File: src/rtl/button_conditioner_pkg.sv
// btn_pkg: shared definitions for the push-button conditioning chain.
//   btn_state_e             - 2-bit debounce FSM state
//   CLK_HZ                  - HFOSC frequency the cycle counts are derived from
//   DEBOUNCE_MS_DEFAULT     - default debounce window in milliseconds
//   LONG_MS_DEFAULT         - default long-press hold time in milliseconds
//   *_CYCLES_DEFAULT        - the above converted to clock cycles
package btn_pkg;

  typedef enum logic [1:0] {
    IDLE        = 2'd0,
    ARM_PRESS   = 2'd1,
    HELD        = 2'd2,
    ARM_RELEASE = 2'd3
  } btn_state_e;

  localparam int unsigned CLK_HZ              = 48_000_000;
  localparam int unsigned DEBOUNCE_MS_DEFAULT = 10;
  localparam int unsigned LONG_MS_DEFAULT     = 1000;

  function automatic int unsigned ms_to_cycles(input int unsigned ms);
    return (CLK_HZ / 1000) * ms;
  endfunction

  localparam int unsigned DEBOUNCE_CYCLES_DEFAULT = ms_to_cycles(DEBOUNCE_MS_DEFAULT);
  localparam int unsigned LONG_CYCLES_DEFAULT     = ms_to_cycles(LONG_MS_DEFAULT);

endpackage

File: src/rtl/button_conditioner_sync_2ff.sv
// sync_2ff: single-bit two-flop synchroniser for asynchronous pad inputs.
//   clk  - destination clock
//   rst  - asynchronous active-low reset, loads RESET_VAL into both flops
//   d    - asynchronous input
//   q    - synchronised output (two flops of latency)
module sync_2ff #(
  parameter logic RESET_VAL = 1'b0
) (
  input  logic clk,
  input  logic rst,
  input  logic d,
  output logic q
);

  logic meta;

  always_ff @(posedge clk or negedge rst) begin
    if (!rst) begin
      meta <= RESET_VAL;
      q    <= RESET_VAL;
    end else begin
      meta <= d;
      q    <= meta;
    end
  end

endmodule

File: src/rtl/button_conditioner.sv
// button_conditioner: synchronises, debounces and edge-detects the raw
// push-button pad.
//   clk       - system clock (HFOSC)
//   rst       - asynchronous active-low reset
//   btn_in    - raw asynchronous pad input
//   pressed   - debounced level, 1 = button held
//   press_p   - one-cycle pulse on an accepted press
//   release_p - one-cycle pulse on an accepted release
//   long_p    - one-cycle pulse when a hold reaches LONG_CYCLES
// Build option: define BUTTON_LONG_PRESS_EN to include the hold counter and
// long_p; without it long_p is constant 0 and all other timing is unchanged.
module button_conditioner
  import btn_pkg::*;
#(
  parameter bit          ACTIVE_HIGH     = 1'b1,
  parameter int unsigned DEBOUNCE_CYCLES = DEBOUNCE_CYCLES_DEFAULT,
  parameter int unsigned LONG_CYCLES     = LONG_CYCLES_DEFAULT
) (
  input  logic clk,
  input  logic rst,
  input  logic btn_in,
  output logic pressed,
  output logic press_p,
  output logic release_p,
  output logic long_p
);

  if (DEBOUNCE_CYCLES < 2 || LONG_CYCLES < 2) begin : g_bad_params
    $error("button_conditioner: DEBOUNCE_CYCLES and LONG_CYCLES must be at least 2");
  end

  localparam int unsigned    DW    = $clog2(DEBOUNCE_CYCLES + 1);
  localparam logic [DW-1:0]  DLAST = DW'(DEBOUNCE_CYCLES - 1);

  logic          sync_q;
  logic          btn_s;
  btn_state_e    state, state_n;
  logic [DW-1:0] dcnt, dcnt_n;
  logic          press_acc;
  logic          rel_acc;

  // Reset value is the inactive pad level so a held button never looks
  // pressed straight out of reset.
  sync_2ff #(
    .RESET_VAL (!ACTIVE_HIGH)
  ) u_sync (
    .clk (clk),
    .rst (rst),
    .d   (btn_in),
    .q   (sync_q)
  );

  assign btn_s = sync_q ^ ~ACTIVE_HIGH;

  always_comb begin
    state_n   = state;
    dcnt_n    = dcnt;
    press_acc = 1'b0;
    rel_acc   = 1'b0;
    unique case (state)
      IDLE: begin
        if (btn_s) begin
          state_n = ARM_PRESS;
          dcnt_n  = '0;
        end
      end
      ARM_PRESS: begin
        if (!btn_s) begin
          state_n = IDLE;
        end else if (dcnt == DLAST) begin
          state_n   = HELD;
          press_acc = 1'b1;
        end else begin
          dcnt_n = dcnt + DW'(1);
        end
      end
      HELD: begin
        if (!btn_s) begin
          state_n = ARM_RELEASE;
          dcnt_n  = '0;
        end
      end
      ARM_RELEASE: begin
        if (btn_s) begin
          state_n = HELD;
        end else if (dcnt == DLAST) begin
          state_n = IDLE;
          rel_acc = 1'b1;
        end else begin
          dcnt_n = dcnt + DW'(1);
        end
      end
      default: state_n = IDLE;
    endcase
  end

  always_ff @(posedge clk or negedge rst) begin
    if (!rst) begin
      state     <= IDLE;
      dcnt      <= '0;
      pressed   <= 1'b0;
      press_p   <= 1'b0;
      release_p <= 1'b0;
    end else begin
      state     <= state_n;
      dcnt      <= dcnt_n;
      press_p   <= press_acc;
      release_p <= rel_acc;
      if (press_acc) begin
        pressed <= 1'b1;
      end else if (rel_acc) begin
        pressed <= 1'b0;
      end
    end
  end

`ifdef BUTTON_LONG_PRESS_EN
  localparam int unsigned   HW    = $clog2(LONG_CYCLES + 1);
  localparam logic [HW-1:0] HMAX  = HW'(LONG_CYCLES);
  localparam logic [HW-1:0] HLAST = HW'(LONG_CYCLES - 1);

  logic [HW-1:0] hcnt;
  logic          in_hold;

  assign in_hold = (state == HELD) || (state == ARM_RELEASE);

  // The counter saturates at LONG_CYCLES, so HLAST is seen at most once per
  // press. A release completing on that same cycle wins over long_p.
  always_ff @(posedge clk or negedge rst) begin
    if (!rst) begin
      hcnt   <= '0;
      long_p <= 1'b0;
    end else begin
      long_p <= in_hold && (hcnt == HLAST) && !rel_acc;
      if (press_acc) begin
        hcnt <= '0;
      end else if (in_hold && (hcnt != HMAX)) begin
        hcnt <= hcnt + HW'(1);
      end
    end
  end
`else
  assign long_p = 1'b0;
`endif

endmodule
File: config.mk
export PLATFORM = sky130hd
export DESIGN_NAME = button_conditioner
export DESIGN_NICKNAME = d
export VERILOG_FILES = /design/src/rtl/button_conditioner_pkg.sv /design/src/rtl/button_conditioner_sync_2ff.sv /design/src/rtl/button_conditioner.sv
export SDC_FILE = /design/constraint.sdc
export NUM_CORES = 1
export LEC_CHECK = 0
export CAP_MARGIN = 20
export CORE_MARGIN = 1
export CORE_UTILIZATION = 40
export DETAILED_ROUTE_END_ITERATION = 16
export SETUP_SLACK_MARGIN = 0.05
export SLEW_MARGIN = 20
export SYNTH_ARGS = -nofsm -noshare
export SYNTH_HDL_FRONTEND = slang
export SYNTH_SLANG_ARGS = --single-unit
File: constraint.sdc
create_clock -name clk -period 3.6 [get_ports clk]
set_input_delay 0.36 -clock clk [delete_from_list [all_inputs] [get_ports clk]]
set_output_delay 0.36 -clock clk [all_outputs]
set_load 0.03 [all_outputs]
**Yosys cells after proc, flatten, opt, wreduce, memory -nomap -nowiden**

Cells that the tools add are included.

- Mux-type cells: 20
- Reductions and logical operators: 4
- Add/sub/neg operators: 1
- Equal/unequal tests: 10

Operator list:

| cell | number |
|---|---|
| $mux W19 | 5 |
| $pmux W19 S4 | 1 |
| $add A19 B1 Y19 const B | 1 |
| $eq A19 B19 Y1 const B | 1 |
| $mux W2 | 6 |
| $pmux W2 S4 | 1 |
| $reduce_and A4 Y1 | 2 |
| $mux W1 | 7 |
| $eq A2 B2 Y1 const B | 2 |
| $ne A2 B1 Y1 const B | 2 |
| $ne A2 B2 Y1 const B | 2 |
| $ne A3 B2 Y1 const B | 1 |
| $ne A3 B3 Y1 const B | 1 |
| $eq A2 B1 Y1 const B | 1 |
| $logic_not A2 Y1 | 1 |
| $reduce_bool A2 Y1 | 1 |

- Register bits: 26
- Input port bits: 3

**Longest topological paths before layout**

- Depth after elaboration: 6
- Mapped depth: 7
- Mapped depth without buffers: 6

**By module**

Synthesis repeated with hierarchy kept, for this count alone.

- Cells, all modules: 151
- Area, all modules: 1427.6 um^2

By module, submodules not included:

| module | times used | sequential area each (um^2) | cells each | area each (um^2) |
|---|---|---|---|---|
| button_conditioner | 1 | 600.6 | 149 | 1377.6 |
| sync_2ff | 1 | 50.0 | 2 | 50.0 |

**Worst setup path after synthesis**

No wires, ideal clock.

- Kind: flip-flop to flip-flop
- Start: register dcnt[0]
- End: register (tool-made name)
- Cell stages (with the launch flop): 8
- Period minus slack after synthesis: 1.998 ns
- Data required time: 3.472 ns
- Setup slack: 1.602 ns
- Arrival: 1.870 ns
- Cells stage by stage: dfrtp_1 ha_1 nand2_1 or3_1 buf_6 nor4_4 nand2_2 mux2_1

RTL lines:

| item | RTL line | text |
|---|---|---|
| from (decl) | button_conditioner.sv:38 | `logic [DW-1:0] dcnt, dcnt_n;` |
| from (signal assigned) | button_conditioner.sv:106 | `dcnt <= dcnt_n;` |

==> impl_metrics.tcl <==
set metrics [dict create \
    drt-total-wl_mm 2.858 \
    synth_nets 153 \
    timing.reg2reg.setup_slack_ns 1.32 \
    hp-start "u_sync.meta" \
    status "finished clean" \
    power.leakage_uw 0.0006119 \
    synth_enable_flop_cells 0 \
    crit_path_end_kind "flop" \
    detail_route.first_pass.iterations 4 \
    yosys.cell_types.count 48 \
    muxShareOfSynthArea_pct 1.490 \
    path_type_of_the_worst_min_delay_path "flop to flop" \
    die_x_um 61.74 \
    final_hold_viol_count 0 \
    ant_nets 0 \
    power.ir.vdd_worst_mv 0.1512 \
    share_of_the_synthesized_netlist_area_taken_by_xor_and_xnor_gates_pct 1.753 \
    worstRegToRegCells 6 \
    numCtsBuffers 3 \
    max-clock-path-buffers 2 \
    critical_path.startpoint_type "flop" \
    crit_path_max_fanout 7 \
    synth_area_um2 1428 \
    yosys_most_used_dff "sky130_fd_sc_hd__dfrtp_1" \
    clock_latency_ns 0.32 \
    die_boundary_height_um 61.74 \
    ctsResizeCount 0 \
    cell_taking_the_most_area_after_synthesis "sky130_fd_sc_hd__dfrtp_1" \
    cts_hold_buf 0 \
    yosysSeqAreaShare_pct 45.57 \
    drive_gt1_share_pct 11.04 \
    netlist_instances 149 \
    detailed_place_hpwl_mm 1.992 \
    pin_count_of_the_biggest_net_entering_global_routing 27 \
    htree_levels 1 \
    multi_input_gate_area_um2 716.9 \
    drv.max_cap_violation_count 0 \
    post-route-util_pct 45.48 \
    fin_total_pwr_uw 489.9 \
    flow.area_growth_from_synthesis_pct 7.976 \
    placementRows 21 \
    first_global_vias 1112 \
    globalRouteMet1Util_pct 24.70 \
    most_frequent_cell_after_synthesis "sky130_fd_sc_hd__dfrtp_1" \
    detail_route.wl_per_cell_um 14.29 \
    min_period_ns 2.276 \
    finish.net_count 159 \
    filler_cell_count 319 \
    grt.overflow.total 0 \
    floorplan.io_pins 7 \
    worst_clock_skew_ns 0.003290 \
    buffer_ports.inserted 5 \
    placement.cell_area_um2 1505 \
    finalCritPeriodShare_pct 63.22 \
    use_met3_pct 4.969 \
    antenna_cells 0 \
    clk_root_buf "sky130_fd_sc_hd__clkbuf_4" \
    cts.sinks 26 \
    finish.cell_count_without_fillers 200 \
    post-route-cell-area_um2 1541 \
    cp.arrival_ns 2.50 \
    setup_tns_ns 0 \
    cp.required_ns 3.82 \
    rsz0062_at_grt "no" \
    final-seq-area_um2 650.6 \
    number_of_slew_limit_violations_in_the_final_report 0 \
    avgSynthCellArea_um2 9.581 \
    critical_path_class "flop to flop" \
    floorplan_die_area_um2 3812 \
    synth_top_family_by_area "simple AND/OR/NAND/NOR gates" \
    numPlacedInstances 196 \
    grt_pass1_wl_mm 5.230 \
    synth_compound_area_share_pct 16.56 \
    synth.yosys.warnings 0 \
    grt-busiest-layer "met2" \
    postSynthRegisterBits 26 \
    gp_congestion 0.8127 \
    synth_common_cells "sky130_fd_sc_hd__dfrtp_1 (26), sky130_fd_sc_hd__nand2_1 (20), sky130_fd_sc_hd__o21ai_0 (16)" \
    synth_top_cells_by_area "sky130_fd_sc_hd__dfrtp_1 (46%), sky130_fd_sc_hd__o21ai_0 (5.6%), sky130_fd_sc_hd__nand2_1 (5.3%)" \
    timing.slew.headroom_pct 57.14 \
    timing.final.setup_violations 0 \
    met2_resource_use_gr_pct 31.18 \
    synth_adder_area_share_pct 0.8764 \
    critical_path.reg2reg.startpoint "dcnt[0]" \
    globalRouteTotalUtil_pct 18.62 \
    worstMarginPinSlew_ns 0.6379 \
    clk_pin_slew_worst_paths_ns 0.14 \
    cts_tree "built" \
    initial_utilization_pct 42.12 \
    drt-vias-per-instance 5.670 \
    grt_antenna_before_repair 0 \
    fmaxAchievable_mhz 439.4 \
    async_set_or_reset_register_ratio_after_synthesis_pct 100.0 \
    synth_simple_gate_area_share_pct 29.27 \
    num_vias 1134 \
    drcViolationCount 0 \
    drtIter0Drc 78 \
    floorplan.core_area_um2 3390 \
    crit_start "dcnt[0]" \
    post-cts-setup-buffers 0 \
    pwr_density_cell_nw_per_um2 317.8 \
    synth_largest_type_area_fraction_pct 45.57 \
]
==> power breakdown <==
part	switching, µW	internal [µW]
Combinational	22.5	10.9
Sequential	7.37	298
Clock	89.6	61.9
Total	119	370
==> sequential cells by signal (all words and copies together) (netlist names), named ones only <==
signal       cells
press_p          1
u_sync.meta      1
dcnt            19
release_p        1
state            1
u_sync.q         1
pressed          1
==> cells by family (layout without fill, tap and decap cells) <==
group	Yosys count	count (layout)
xor gates and xnor gates	2	2
and+or+nand+nor	68	68
buffers and inverters	10	15
muxes	2	2
adders and majority gates	1	1
other	1	1
AOI/OAI and AO/OA	39	39
DFF	26	26
==> per-layer routing <==
layer,up-vias,wire length (µm),share of wire [%]
li1,572,-,-
met1,549,1456,51
met2,11,1299,45
met3,2,77,2.7
met4,0,24,0.84
met5,-,0,0
==> final cells by class <==
type | instances | share of cell area [%]
clock buffer | 4 | 2.354
inverter | 4 | 0.9740
multi-input combinational | 113 | 46.51
sequential | 26 | 42.21
tap | 46 | 3.734
timing repair buffer | 7 | 4.221
==> worst max-delay path, stage by stage, from the launching register on <==
cell and delay [ns]:
sky130_fd_sc_hd__dfrtp_1 0.42, sky130_fd_sc_hd__ha_1 0.23, sky130_fd_sc_hd__nand2_1 0.12, sky130_fd_sc_hd__or3_1 0.52, sky130_fd_sc_hd__nor4_4 0.43, sky130_fd_sc_hd__nand2_2 0.12
sky130_fd_sc_hd__mux2_1 0.34
==> layout by cell type (no fill, tap or decap), drive strengths merged, types with 2 or more instances in the layout <==
master         synthesis  final
nand2                 21     21
or4                    4      4
inv                    3      3
o311ai                 2      2
o31ai                  2      2
a31oi                  2      2
nand4                  6      6
o211ai                 3      3
nor4                   3      3
nor2                   6      6
nor3                   3      3
or3                    4      4
buf                    2      2
dfrtp                 26     26
a21oi                  8      8
o21ai                 17     17
nand3                 12     12
clkbuf                 4      4
clkdlybuf4s50          0      5
==> through the flow <==
| step | hold slack, ns | setup WS [ns] |
|---|---|---|
| finish | 0.3687 | 1.324 |
| global route | 0.3776 | 1.176 |
| CTS | 0.3743 | 1.339 |
| detailed placement | 0.3411 | 1.359 |
| global placement | 0.3375 | 1.444 |
| floorplan | 0.06441 | 1.602 |
==> worst min path at each step <==
stage	end	slack, ns	cells after the start
2_1_floorplan	async pin	0.06	0
3_3_place_gp	u_sync.q	0.34	0
3_5_place_dp	u_sync.q	0.34	0
4_1_cts	u_sync.q	0.37	0
5_1_grt	u_sync.q	0.38	0
6_report	u_sync.q	0.37	0
Note: power is estimated with default switching activity, not from simulation.
